==> config.mk <==
export PLATFORM = sky130hd
export DESIGN_NAME = elastic_buf_hbw
export DESIGN_NICKNAME = d
export VERILOG_FILES = /design/src/rtl/elastic_buf_hbw.sv
export SDC_FILE = /design/constraint.sdc
export NUM_CORES = 1
export LEC_CHECK = 0
export ABC_AREA = 1
export CAP_MARGIN = 0
export CORE_AREA = 2 2 39 41
export DETAILED_ROUTE_END_ITERATION = 6
export DIE_AREA = 0 0 41 43
export REMOVE_ABC_BUFFERS = 1
export SETUP_SLACK_MARGIN = 0.15
export SLEW_MARGIN = 20
export SYNTH_ARGS = -nofsm -noshare
export SYNTH_HDL_FRONTEND = slang
export SYNTH_SLANG_ARGS = --single-unit
==> constraint.sdc <==
create_clock -name clk -period 2.5 [get_ports clk]
set_clock_uncertainty 0.15 [all_clocks]
set_input_delay 0.25 -clock clk [delete_from_list [all_inputs] [get_ports clk]]
set_output_delay 0.25 -clock clk [all_outputs]
set_load 0.005 [all_outputs]
==> src/rtl/elastic_buf_hbw.sv <==
// Single-entry half-bandwidth elastic buffer: registered valid/ready on both sides.
// Optional statistics counters are enabled with the ELASTIC_BUF_STATS_EN macro.
module elastic_buf_hbw #(
  parameter int DATA_W = 8
`ifdef ELASTIC_BUF_STATS_EN
  ,
  parameter int CNT_W  = 16
`endif
) (
  input  logic              clk,
  input  logic              rst_n,
  input  logic              in_srdy,
  input  logic [DATA_W-1:0] in_data,
  output logic              in_rrdy,
  input  logic              out_rrdy,
  output logic              out_srdy,
  output logic [DATA_W-1:0] out_data
`ifdef ELASTIC_BUF_STATS_EN
  ,
  output logic [CNT_W-1:0]  stat_in_cnt,
  output logic [CNT_W-1:0]  stat_out_cnt,
  output logic [CNT_W-1:0]  stat_stall_cnt
`endif
);

  logic              full_q;
  logic [DATA_W-1:0] data_q;
  logic              accept;
  logic              pop;

  // Accept needs an empty buffer and pop needs a full one, so they never coincide.
  assign accept = in_srdy & ~full_q;
  assign pop    = full_q & out_rrdy;

  // NOTE: sequential state uses non-blocking assignments so every flop samples pre-edge values.
  always_ff @(posedge clk or negedge rst_n) begin
    if (!rst_n) begin
      full_q <= 1'b0;
    end else if (accept) begin
      full_q <= 1'b1;
    end else if (pop) begin
      full_q <= 1'b0;
    end
  end

  // NOTE: the data register is reset too, so out_data reads zero during and after reset.
  always_ff @(posedge clk or negedge rst_n) begin
    if (!rst_n) begin
      data_q <= '0;
    end else if (accept) begin
      data_q <= in_data;
    end
  end

  assign in_rrdy  = ~full_q;
  assign out_srdy = full_q;
  assign out_data = data_q;

`ifdef ELASTIC_BUF_STATS_EN
  logic stall;

  assign stall = in_srdy & full_q;

  always_ff @(posedge clk or negedge rst_n) begin
    if (!rst_n) begin
      stat_in_cnt    <= '0;
      stat_out_cnt   <= '0;
      stat_stall_cnt <= '0;
    end else begin
      if (accept) stat_in_cnt    <= stat_in_cnt + 1'b1;
      if (pop)    stat_out_cnt   <= stat_out_cnt + 1'b1;
      if (stall)  stat_stall_cnt <= stat_stall_cnt + 1'b1;
    end
  end
`endif

endmodule

## Word-level counts from Yosys, hierarchy flattened

Cells that the tools add are included.

- Bits in registers: 9
- Latch bits: 0
- RAM bits: 0
- ROM bits: 0
- Input bits: 12
- Output and inout bits: 10
- Word-level logic and storage cells: 8
- Memories kept: 0

- $add $sub $neg: 0
- Multipliers: 0
- Div/mod/pow operators: 0
- Magnitude comparators: 0
- Equality and inequality tests: 0
- Shifts and indexed selects: 0
- Muxes and demuxes: 2
- Bitwise gates (word level): 3
- Reductions and logical operators: 1

Operator list:

| cell | number |
|---|---|
| $and A1 B1 Y1 | 2 |
| $mux W1 | 2 |
| $reduce_bool A2 Y1 | 1 |
| $not A1 Y1 | 1 |

## Depth between registers and ports, before layout

- Word-level depth: 3
- Mapped depth: 4
- Depth with buffers taken out: 4

## Worst setup path after synthesis

No wires, ideal clock.

- Path kind: register to output
- Start point: register full_q (netlist: out_srdy)
- End point: output port in_rrdy
- Arrival time: 0.585 ns
- Path slack: 1.515 ns
- Stages on the path, launching flop included: 3
- Cell sequence: dfrtp_1 -> inv_2 -> buf_6

- Word-level cells in the longest chain between the ends: 1

Ends and longest elaborated chain:

| item | line | RTL |
|---|---|---|
| start, declared | 26 | `logic full_q;` |
| start signal, assigned | 38 | `full_q <= 1'b0;` |
| start signal, assigned | 40 | `full_q <= 1'b1;` |
| start signal, assigned | 42 | `full_q <= 1'b0;` |
| $not A1 Y1 | 55 | `assign in_rrdy = ~full_q;` |
| end, declared | 14 | `output logic in_rrdy,` |

No other way between the ends.

## Worst setup path in the final report

Ends and elaborated chain as after synthesis.

==> metrics <==
run status complete, no violations; flop2flop setup slack ~1.4 ns; Die Span X 41 um; share of power burned in combinational logic 30.0%; Synth Area in XOR/XNOR 0%; cell chain of the critical path inv_2 > clkdlybuf4s50_1; root cell of the clock tree sky130_fd_sc_hd__clkbuf_4; area enclosed by the die boundary 0.00176 mm^2; total buffers and inverters traversed by the critical path 2; setup repair after global routing missed its margin no; placer congestion estimate 0.627; switching power share of the total 25.7%; multiplexer share of the synthesized area 0%; endpoint of the worst setup timing path in_rrdy; Rows 14; detailed-route wire length approximately 800 um; Final Critical Period 1.75 ns; wire length of the first global-routing pass 1320 um; pin count of the biggest net entering global routing 12; type of element launching the critical path register; Total Negative Setup Slacks 0 ns; Worst-path clk slew 0.06 ns; Sequential Power Share 44.3%; TritonCTS clock tree yes; source of the critical timing path out_srdy; cell depth of the worst setup path 2; placed standard-cell area 579 um^2; max-slew violation count 0; clock share of power 25.7%; number of cells traversed by the worst register-to-register path 4; cell type group with the largest total delay on the critical path buffers and inverters; share of the synthesized area in compound gates (AO/OA/AOI/OAI) 2.36%; Setup WS pre-CTS 1.00 ns; internal power component 0.316 mW; post-CTS setup buffer count 0; average via count per standard cell approximately 4.3; total power 0.426 mW; synthesized area 372 um^2; cell leakage power 0.288 nW; latest clock arrival within the worst-skew pair approximately 0.25 ns; net switching power about 0.11 mW; synthesized-area fraction occupied by and/or/nand/nor cells 30.0%; die outline height 43 um; highest attainable clock frequency 570 MHz; number of antenna violations at the first check in global routing 0; average size of a mapped cell ~9.8 um^2; number of buffers created by CTS 3; number of buffers on the longest clock path 2; post-DR wirelength/cell 10.3 um; Worst Tran Pin Value ~0.42 ns; top fanout value on the critical path 11; DR pass1 iterations 4; type of the worst min-delay path in2async; fraction of the cycle the final worst path needs 70.1%; via count 332; maximum level of the CTS H-tree 1; max-cap violations 0; final hold violation count 0; endpoint type of the worst setup path output pin; cts repair resizes 0; number of nets in the layout 74; WP data required 2.10 ns; Post-Syn Instances 38; ANT nets after route 0; Num Clock Sinks 9; main combinational cell family by area after synthesis simple AND/OR/NAND/NOR gates; area grow syn2layout 63.0%; vias in the first global route 307; sequential area share after synthesis between 60 and 70%; final routed DRC violation total 0; share of post-route cells with drive strength above 1 9.84%; IO buf count 21; GR Util All Layers 11.6%; number of warning messages in the yosys log 0; initial cell density of the core between 20% and 30%; endpoints failing setup 0; WHS ~0.15 ns; worst flop-to-flop path startpoint out_srdy; stage delay of the slowest cell on the critical path 0.54 ns; Post-DP HPWL 587 um; Max-Slew Margin vs Limit 71.7%; initial drt markers 6; post-cts hold buffer count 0; CP Data Arrival Time 1.35 ns; Core Footprint around 0.0014 mm^2; power density of the placed cells 703 mW/mm^2; Inserted Diodes 0; distinct cell type count of the synthesized netlist 7; start-to-end type of the worst setup path reg2out; RR Endpoint out_data[5]; total grt overflow 0; minimum setup slack in the final design 0.747 ns; crit path max-delay cell type sky130_fd_sc_hd__clkdlybuf4s50_1; post-synthesis share of cell area spent on full adders, half adders and majority gates 0%; post-route cell area 606 um^2; worst IR drop on VDD approximately 210 uV; number of top-level design ports 22; count of state elements after synthesis 9
-- cell type report --
type	count	area [um^2]
Fill cell	159	778
Sequential cell	9	225
Timing Repair Buffer	21	210
Multi-Input combinational cell	26	120
Clock buffer	4	26.3
Tap cell	16	20.0
Inverter	1	3.75
-- power groups by stage --
| stage | Combinational (mW) | Clock (mW) | Sequential [mW] |
|---|---|---|---|
| 3_5_place_dp | 0.130 | 0 | 0.192 |
| 4_1_cts | 0.131 | 0.117 | 0.189 |
| 3_3_place_gp | 0.129 | 0 | 0.191 |
| 2_1_floorplan | 0.0359 | 0 | 0.195 |
| 6_report | 0.128 | 0.109 | 0.189 |
| 5_1_grt | 0.142 | 0.125 | 0.193 |
-- sequential cells by signal, summed over array words and instances, names as in the netlist --
register / cells
out_srdy: 1
out_data: 8
-- cells by family (layout without fill, tap and decap cells) --
group,after synthesis,in the layout
AOI/OAI and AO/OA,1,1
buffers and inverters,3,26
DFF,9,9
and+or+nand+nor,25,25
-- through the flow --
stage,utilization [%],std cells
3_5_place_dp,41.9,73
6_report,43.8,77
3_3_place_gp,41.9,73
5_1_grt,43.8,77
2_1_floorplan,-,36
4_1_cts,43.8,77
-- cells in the final DEF, fill, tap and decap left out --
master	instances
sky130_fd_sc_hd__dfrtp_1	9
sky130_fd_sc_hd__nand2_4	1
sky130_fd_sc_hd__clkbuf_1	1
sky130_fd_sc_hd__nand3_1	8
sky130_fd_sc_hd__clkdlybuf4s50_1	21
sky130_fd_sc_hd__nand2_1	16
sky130_fd_sc_hd__o21ai_2	1
sky130_fd_sc_hd__clkbuf_4	3
sky130_fd_sc_hd__inv_2	1
-- synth_stat cells (all sizes together) --
cell type  count  area share, %
nand2         17             19
o21ai          1            2.4
buf            2            6.1
nand3          8             11
dfrtp          9             61
inv            1            1.0
-- routing by layer --
layer	part of all wire, %	track usage, %	routed length (um)	vias up
li1	-	-	-	167
met1	43	15.9	337	151
met2	49	15.0	391	12
met3	7.2	3.14	57	2
met4	0.51	8.00	4	0
met5	0	0	0	-
-- worst min-delay path by stage --
stage                       end  slack, ns  cells past startpoint
global route        out_data[1]       0.17                      1
global placement    out_data[2]       0.30                      2
finish              out_data[1]       0.15                      1
detailed placement  out_data[1]       0.31                      2
CTS                 out_data[1]       0.15                      1
floorplan           out_data[0]      -0.20                      0
Power figures use the tool's default switching activity.
